### src/rtl/dht22_pkg.sv
// Shared state encoding, frame size and checksum helper for the DHT22 sensor emulator.
package dht22_pkg;

    localparam int unsigned FRAME_BITS = 40;

    localparam logic [2:0] StIdle      = 3'd0;
    localparam logic [2:0] StHostLow   = 3'd1;
    localparam logic [2:0] StRespDelay = 3'd2;
    localparam logic [2:0] StRespLow   = 3'd3;
    localparam logic [2:0] StRespHigh  = 3'd4;
    localparam logic [2:0] StBitLow    = 3'd5;
    localparam logic [2:0] StBitHigh   = 3'd6;
    localparam logic [2:0] StEndLow    = 3'd7;

    function automatic logic [7:0] dht22_checksum(input logic [15:0] h, input logic [15:0] t);
        logic [7:0] s;
        s = h[15:8] + h[7:0] + t[15:8] + t[7:0];
        return s;
    endfunction

endpackage

### src/rtl/dht22_line_sync.sv
// Two-flop synchronizer for the single-wire line with registered-level edge pulses.
module dht22_line_sync (
    input  logic clk,
    input  logic rst,
    input  logic line,
    output logic rise,
    output logic fall
);

    // [0],[1] synchronize; [2] holds the previous synced level. Reset to the idle-high level.
    logic [2:0] sh_q;

    always_ff @(posedge clk) begin
        if (rst) begin
            sh_q <= 3'b111;
        end else begin
            sh_q <= {sh_q[1:0], line};
        end
    end

    assign rise = sh_q[1] & ~sh_q[2];
    assign fall = ~sh_q[1] & sh_q[2];

endmodule

### src/rtl/dht22_sensor_emu.sv
// DHT22 sensor-side responder: detects the host start pulse and returns a 40-bit frame.
module dht22_sensor_emu
    import dht22_pkg::*;
#(
    parameter int unsigned CLK_FREQ         = 100000000,
    parameter int unsigned START_LOW_MIN_US = 800,
    parameter int unsigned RESP_DELAY_US    = 30,
    parameter int unsigned RESP_LOW_US      = 80,
    parameter int unsigned RESP_HIGH_US     = 80,
    parameter int unsigned BIT_LOW_US       = 50,
    parameter int unsigned BIT0_HIGH_US     = 26,
    parameter int unsigned BIT1_HIGH_US     = 70
) (
    input  logic        clk,
    input  logic        rst,
    input  logic        dht_in,
    output logic        dht_drive_low,
    input  logic [15:0] humidity,
    input  logic [15:0] temperature,
    input  logic        data_load,
    input  logic        corrupt_parity,
    input  logic [5:0]  truncate_bits,
    output logic        busy,
    output logic        frame_done
);

    localparam int unsigned CYC_PER_US   = CLK_FREQ / 1000000;
    localparam logic [31:0] CycStartMin  = 32'(START_LOW_MIN_US * CYC_PER_US);
    localparam logic [31:0] CycRespDelay = 32'(RESP_DELAY_US * CYC_PER_US);
    localparam logic [31:0] CycRespLow   = 32'(RESP_LOW_US * CYC_PER_US);
    localparam logic [31:0] CycRespHigh  = 32'(RESP_HIGH_US * CYC_PER_US);
    localparam logic [31:0] CycBitLow    = 32'(BIT_LOW_US * CYC_PER_US);
    localparam logic [31:0] CycBit0High  = 32'(BIT0_HIGH_US * CYC_PER_US);
    localparam logic [31:0] CycBit1High  = 32'(BIT1_HIGH_US * CYC_PER_US);

    function automatic logic [31:0] phase_cycles(input logic [2:0] st, input logic one);
        case (st)
            StRespDelay: return CycRespDelay;
            StRespLow:   return CycRespLow;
            StRespHigh:  return CycRespHigh;
            StBitLow:    return CycBitLow;
            StBitHigh:   return one ? CycBit1High : CycBit0High;
            StEndLow:    return CycBitLow;
            default:     return 32'd0;
        endcase
    endfunction

    logic        line_rise, line_fall;
    logic [2:0]  state_q, state_d;
    logic [31:0] timer_q, timer_d;
    logic [31:0] host_cnt_q, host_cnt_d;
    logic [39:0] shift_q, shift_d;
    logic [5:0]  bit_cnt_q, bit_cnt_d;
    logic [5:0]  bit_lim_q, bit_lim_d;
    logic [15:0] stage_h_q, stage_t_q;
    logic        drive_q, busy_q, done_q, done_d;
    logic [31:0] len;

    dht22_line_sync u_sync (
        .clk  (clk),
        .rst  (rst),
        .line (dht_in),
        .rise (line_rise),
        .fall (line_fall)
    );

    always_comb begin
        state_d    = state_q;
        host_cnt_d = host_cnt_q;
        shift_d    = shift_q;
        bit_cnt_d  = bit_cnt_q;
        bit_lim_d  = bit_lim_q;
        done_d     = 1'b0;
        case (state_q)
            StIdle: begin
                if (line_fall) begin
                    state_d    = StHostLow;
                    host_cnt_d = 32'd1;
                end
            end
            StHostLow: begin
                if (host_cnt_q != 32'hFFFF_FFFF) host_cnt_d = host_cnt_q + 32'd1;
                if (line_rise) state_d = (host_cnt_q >= CycStartMin) ? StRespDelay : StIdle;
            end
            StRespDelay: begin
                if (line_fall) begin
                    state_d    = StHostLow;
                    host_cnt_d = 32'd1;
                end else if (timer_q == 32'd0) begin
                    shift_d   = {stage_h_q, stage_t_q,
                                 dht22_checksum(stage_h_q, stage_t_q) ^ {8{corrupt_parity}}};
                    bit_cnt_d = 6'd0;
                    bit_lim_d = (truncate_bits == 6'd0 || truncate_bits >= 6'(FRAME_BITS))
                              ? 6'(FRAME_BITS) : truncate_bits;
                    state_d   = StRespLow;
                end
            end
            StRespLow:  if (timer_q == 32'd0) state_d = StRespHigh;
            StRespHigh: if (timer_q == 32'd0) state_d = StBitLow;
            StBitLow:   if (timer_q == 32'd0) state_d = StBitHigh;
            StBitHigh: begin
                if (timer_q == 32'd0) begin
                    shift_d   = {shift_q[38:0], 1'b0};
                    bit_cnt_d = bit_cnt_q + 6'd1;
                    state_d   = (bit_cnt_q + 6'd1 == bit_lim_q) ? StEndLow : StBitLow;
                end
            end
            StEndLow: begin
                if (timer_q == 32'd0) begin
                    state_d = StIdle;
                    done_d  = 1'b1;
                end
            end
            default: state_d = StIdle;
        endcase

        // Reload on every state change so a phase of N cycles spans exactly N clocks.
        len = phase_cycles(state_d, shift_d[39]);
        if (state_d != state_q) begin
            timer_d = (len == 32'd0) ? 32'd0 : len - 32'd1;
        end else begin
            timer_d = (timer_q == 32'd0) ? 32'd0 : timer_q - 32'd1;
        end
    end

    always_ff @(posedge clk) begin
        if (rst) begin
            state_q    <= StIdle;
            timer_q    <= 32'd0;
            host_cnt_q <= 32'd0;
            shift_q    <= 40'd0;
            bit_cnt_q  <= 6'd0;
            bit_lim_q  <= 6'd0;
            stage_h_q  <= 16'd0;
            stage_t_q  <= 16'd0;
            drive_q    <= 1'b0;
            busy_q     <= 1'b0;
            done_q     <= 1'b0;
        end else begin
            state_q    <= state_d;
            timer_q    <= timer_d;
            host_cnt_q <= host_cnt_d;
            shift_q    <= shift_d;
            bit_cnt_q  <= bit_cnt_d;
            bit_lim_q  <= bit_lim_d;
            if (data_load) begin
                stage_h_q <= humidity;
                stage_t_q <= temperature;
            end
            drive_q <= (state_d == StRespLow) || (state_d == StBitLow) || (state_d == StEndLow);
            busy_q  <= (state_d != StIdle) && (state_d != StHostLow);
            done_q  <= done_d;
        end
    end

    assign dht_drive_low = drive_q;
    assign busy          = busy_q;
    assign frame_done    = done_q;

endmodule

### config.mk
export PLATFORM = sky130hd
export DESIGN_NAME = dht22_sensor_emu
export DESIGN_NICKNAME = d
export VERILOG_FILES = /design/src/rtl/dht22_pkg.sv /design/src/rtl/dht22_line_sync.sv /design/src/rtl/dht22_sensor_emu.sv
export SDC_FILE = /design/constraint.sdc
export NUM_CORES = 1
export LEC_CHECK = 0
export ABC_AREA = 1
export BUFFER_PORTS_ARGS = -buffer_cell sky130_fd_sc_hd__buf_2
export CELL_PAD_IN_SITES_DETAIL_PLACEMENT = 1
export CELL_PAD_IN_SITES_GLOBAL_PLACEMENT = 2
export CORE_ASPECT_RATIO = 0.8
export CORE_MARGIN = 2
export CORE_UTILIZATION = 33
export CTS_BUF_LIST = sky130_fd_sc_hd__clkbuf_8
export DETAILED_ROUTE_END_ITERATION = 16
export GPL_TIMING_DRIVEN = 0
export HOLD_SLACK_MARGIN = 0.05
export PLACE_DENSITY = 0.81
export SYNTH_ARGS = -nofsm -noshare
export SYNTH_HDL_FRONTEND = slang
export SYNTH_SLANG_ARGS = --single-unit
### constraint.sdc
create_clock -name clk -period 2.8 [get_ports clk]
set_input_delay 0.28 -clock clk [delete_from_list [all_inputs] [get_ports clk]]
set_output_delay 0.28 -clock clk [all_outputs]
set_load 0.01 [all_outputs]
---- Word level (Yosys, flattened, before mapping) ----
Index checks and enable logic that the tools add are counted.
W data, S select, Z words.
cells by class
  mux-type cells .......................... 30
  bitwise operators ....................... 7
  $add $sub $neg .......................... 7
  eq/ne operators ......................... 22
  order comparisons ....................... 2
  reduce and logical (&&, ||, !) cells .... 18
operators with widths
  cell                     count
  $mux W32                 5
  $mux W40                 3
  $pmux W40 S2             1
  $logic_not A32 Y1        2
  $pmux W32 S2             1
  $sub A32 B1 Y32 const B  2
  $pmux W13 S4             1
  $add A32 B1 Y32 const B  1
  $ge A32 B17 Y1 const B   1
  $ne A32 B32 Y1 const B   1
  $mux W3                  9
  $add A8 B8 Y8            3
  $eq A3 B3 Y1 const B     8
  $mux W6                  4
  $pmux W3 S8              1
  $mux W13                 1
  $eq A3 B2 Y1 const B     4
  $pmux W6 S2              1
  $ne A2 B2 Y1 const B     4
  $reduce_or A2 Y1         4
  $xor A8 B8 Y8            1
  $add A6 B1 Y6 const B    1
  $eq A6 B6 Y1             1
  $ge A6 B6 Y1 const B     1
  other kinds (16)         25
storage, ports and cells
  input port bits ......................... 43
  bits in registers ....................... 157

---- Longest topological paths before layout ----
  depth after elaboration ................. 12
  gate-level depth with buffers ........... 22
  mapped depth without buffers ............ 22

---- Modules after synthesis ----
A second synthesis with hierarchy kept.
unflattened totals
  cell total of the unflattened synthesis .. 1264
  area, all modules ....................... 8792.2 um2
modules (own cells, without submodules)
  module            area each (um2)  times used  cells each  seq. area each (um2)
  dht22_sensor_emu  8694.6           1           1251        3083.0
  dht22_line_sync   97.6             1           13          60.1

---- Worst setup path after synthesis ----
OpenSTA, ideal clock, no wires.
  path kind ............................... register to register
  start ................................... register stage_h_q[1]
  end ..................................... register shift_q[7]
  buffers on the path ..................... 0
  cell stages (with the launch flop) ...... 15
  setup slack ............................. 0.084 ns
  arrival ................................. 2.607 ns
  required time ........................... 2.690 ns
  cells stage by stage .................... dfxtp_1 fa_1 fa_1 ha_1 fa_1 nand3_1 nand2_1 a21oi_1 inv_1 a21oi_1 nand2_1 nand3_1 nand2_1 nand2_1 inv_1
between the ends
  word-level cells in the longest chain between the ends .. 7
ends and longest elaborated chain
  element                     RTL line                 source
  start, declared             dht22_sensor_emu.sv:55   logic [15:0] stage_h_q, stage_t_q;
  start signal, assigned      dht22_sensor_emu.sv:147  stage_h_q <= humidity;
  $add A8 B8 Y8 (3 in a row)  dht22_pkg.sv:17          s = h[15:8] + h[7:0] + t[15:8] + t[7:0];
  $xor A8 B8 Y8               dht22_sensor_emu.sv:91   dht22_checksum(stage_h_q, stage_t_q) ^ {8{corrupt_parity}}};
  $mux W40                    dht22_sensor_emu.sv:89   end else if (timer_q == 32'd0) begin
  $mux W40                    dht22_sensor_emu.sv:86   if (line_fall) begin
  $pmux W40 S2                dht22_sensor_emu.sv:74   case (state_q)
  end signal, assigned        dht22_sensor_emu.sv:143  shift_q <= shift_d;
  end, declared               dht22_sensor_emu.sv:52   logic [39:0] shift_q, shift_d;
Every way passes these cells. The select of a mux whose other input is x is not followed.
A chain may end at the register's enable or synchronous reset.

---- Final worst setup path ----
Ends and elaborated chain as after synthesis.

==> summary.md <==
| Metric | Value |
|---|---|
| Worst-path cell chain | fa_1 -> fa_1 -> ha_2 -> fa_2 -> nand3_2 -> nand2_2 -> a21oi_2 -> inv_1 -> a21oi_2 -> or2_4 -> nand3_2 -> nand2_1 -> nand2_1 -> inv_1 |
| Sequential area share after synthesis | 0.383 |
| Wire length per cell | 16.3 um |
| Max Slew Vio Count | 0 |
| # rows | 51 |
| Hold Fails Final Rpt | 0 |
| Synth unique cells | 41 |
| Hold Path Class | in2reg |
| Pwr dens | 726 mW/mm2 |
| R2R depth | 14 |
| Layout fillers | 3,111 |
| Worst setup path class | reg2reg |
| Fmax | 353 MHz |
| # DRC | 0 |
| CP bufs+invs | 2 |
| Die Footprint | 0.0262 mm2 |
| Vias in the first global route | 8,085 |
| Total GRT Usage | 0.201 |
| # clock sinks | 157 |
| Setup WS post-layout | -0.0325 ns |
| CP max stage delay | 0.54 ns |
| CP Depth | 14 |
| Pin count of the biggest net entering global routing | 17 |
| Outcome | finished with violations |
| Initial cell density of the core | 0.337 |
| Tcrit/Tclk final | 1.01 |
| Fin crit period | 2.83 ns |
| Synth Flop Type | dfxtp_1 |
| Cts bufs inserted | 17 |
| Leak Pwr | 3.91 nW |
| Failing checks | setup timing |
| Layout cells sized above 1 | 0.148 |
| Cell count after synthesis | 1,151 |
| Peak VDD IR | 0.000320 V |
| Post-Syn Area per Cell | 7.13 um2 |
| Most common cell after layout, fill and taps aside | nand2_1 |
| Root Buffer | clkbuf_8 |
| Ant. Diodes | 0 |
| H-tree levels | 4 |
| First-pass GRT wire length | 42,400 um |
| Worst Setup End Kind | register |
| Total Wirelength | 26,000 um |
| Post-Layout Inst Area | 0.00996 mm2 |
| IO Count | 46 |
| Drt first pass iters | 5 |
| Commonest non-fill, non-tap cells in the layout | nand2_1 (234), nor2_1 (197), dfxtp_1 (147), inv_1 (85), a21oi_1 (71) |
| PortBufs | 44 |
| Initial antenna violation count | 0 |
| Placed wire-length estimate | 19,300 um |
| Max-cap violation count | 0 |
| Total number of vias | 7,900 |
| WP data required | 3.23 ns |
| CP delay by family, top | adder cells |
| Die W | 180 um |
| Area leader, netlist | dfxtp_1 |
| Area growth syn-to-layout | 21.4% |
| Grt ovf | 0 |
| Chip height | 145 um |
| Area contributors post-synth | dfxtp_1 (38%), nand2_1 (11%), nor2_1 (9.4%) |
| Pre-CTS setup slack | -0.598 ns |
| Final setup fails | 1 |
| Slowest CP cell | fa_1 |
| Setup TNS | -0.0325 ns |
| Top cell type's share of synthesized area | 0.383 |
| DRT antenna net count | 0 |
| Drt via density | 4.95 |
| Post-synth EDFFs | 0 |
| Max_slew headroom | 0.431 |
| TritonCTS clock tree | done |
| Final core utilization | 0.409 |
| Clk slew on worst S/H paths | 0.10 ns |
| Synth warn | 0 |
| Post-synthesis register bit count | 157 |
| Skew final | 0.0253 ns |
| Nets | 1,336 |
| Routability cong. | 0.846 |
| Hold Path Depth | 3 |
| RSZ-0062 raised after global routing | true |
| DR iter-0 viols | 409 |
| Worst Tran Pin Value | 0.854 ns |
| Core area | 0.0244 mm2 |
| Post-Place Cells | 1,513 |
| CP arrival | 3.26 ns |
| Asr flop ratio synth | 0 |
| Final Non-Filler Cells | 1,595 |
| Critical Path Start Type | register |
| Clk_lat worst skew | 0.49 ns |
| Mapped Area | 0.00821 mm2 |
| Clock Tree Buf Depth | 2 |
| Worst-path fanout max | 3 |
| Synth Net Count | 1,223 |
| Dpl cell area | 0.00883 mm2 |
## registers in the layout, summed over array words and instances (netlist names)
| register | flops |
|---|---|
| stage_t_q | 16 |
| busy | 1 |
| u_sync.sh_q | 3 |
| bit_cnt_q | 6 |
| state_q | 3 |
| stage_h_q | 16 |
| dht_drive_low | 1 |
| timer_q | 32 |
| host_cnt_q | 32 |
| shift_q | 40 |
| bit_lim_q | 6 |
| frame_done | 1 |
## worst paths after layout
path,start,slack [ns],to
max,stage_h_q[1],-0.03,shift_q[7]
min,humidity[11],0.09,stage_h_q[11]
max reg2reg,stage_h_q[1],-0.03,shift_q[7]
min reg2reg,u_sync.sh_q[0],0.44,u_sync.sh_q[1]
## repair_timing
action | in CTS | in global routing
pin swaps | 12 | 18
gates resized for setup | 29 | 45
endpoints found under the hold margin | 30 | 0
hold buffers | 30 | 0
gates cloned | 1 | 1
setup buffers | 4 | 14
endpoints found under the setup margin | 36 | 60
## logic make-up (layout without fill, tap and decap cells)
| logic type | Yosys count | after routing | share of synthesized area |
|---|---|---|---|
| simple gates | 580 | 582 | 0.303 |
| flops | 157 | 157 | 0.383 |
| compound gates | 193 | 193 | 0.132 |
| buf+inv | 134 | 258 | 0.0639 |
| fa+ha+maj | 29 | 29 | 0.0570 |
| xor+xnor | 58 | 58 | 0.0619 |
## cells in the mapped netlist, types with 2 or more instances
master and n:
nor3_1 43, a21oi_1 81, xnor2_1 28, a221oi_1 2, nand3_4 2, nand2_1 244, nor2_4 3, nand2_2 5
nor4_1 10, a2bb2oi_1 2, buf_1 7, a21oi_2 2, a211oi_1 7, xor2_1 30, ha_1 15, o21ai_0 56
nand4_1 17, nor2_1 205, clkbuf_1 28, a31oi_1 26, fa_1 14, nand3_1 35, a22oi_1 12, dfxtp_1 157
buf_2 11, or2_2 6, inv_1 87, or2_4 2, nand2_4 2
## through the flow
stage	hold WS (ns)	power [mW]
4_1_cts	0.0717	7.14
3_5_place_dp	0.397	5.10
5_1_grt	0.0703	7.79
6_report	0.0866	7.23
3_3_place_gp	0.401	5.04
2_1_floorplan	0.384	4.53
## where the power goes
part           switching, mW  total, mW  internal [mW]  leakage, nW
clock network           1.02       1.96          0.947        0.227
registers              0.218       2.67           2.45         1.28
logic                   1.52       2.60           1.08         2.41
## cell type report
cell class / count / area [um2] / share of cell area
Clock buffer: 18 / 248 / 0.0249
Buffer: 47 / 200 / 0.0201
Timing Repair Buffer: 92 / 663 / 0.0665
Multi-Input combinational cell: 862 / 4770 / 0.479
Tap cell: 318 / 398 / 0.0399
Sequential cell: 157 / 3160 / 0.317
Clock inverter: 14 / 196 / 0.0197
Inverter: 87 / 329 / 0.0330
## tightest hold or removal path: cells and delay by family
| family | cells | cell delay, ns |
|---|---|---|
| buffers and inverters | 1 | 0.08 |
| and+or+nand+nor | 2 | 0.16 |
## routing by layer
| metal | vias up | wire, um | GRT usage |
|---|---|---|---|
| li1 | 3992 | - | - |
| met1 | 3783 | 13700 | 0.291 |
| met2 | 108 | 11400 | 0.313 |
| met3 | 17 | 724 | 0.0319 |
| met4 | 0 | 222 | 0.0431 |
| met5 | - | 0 | 0 |
Power figures use the tool's default switching activity.
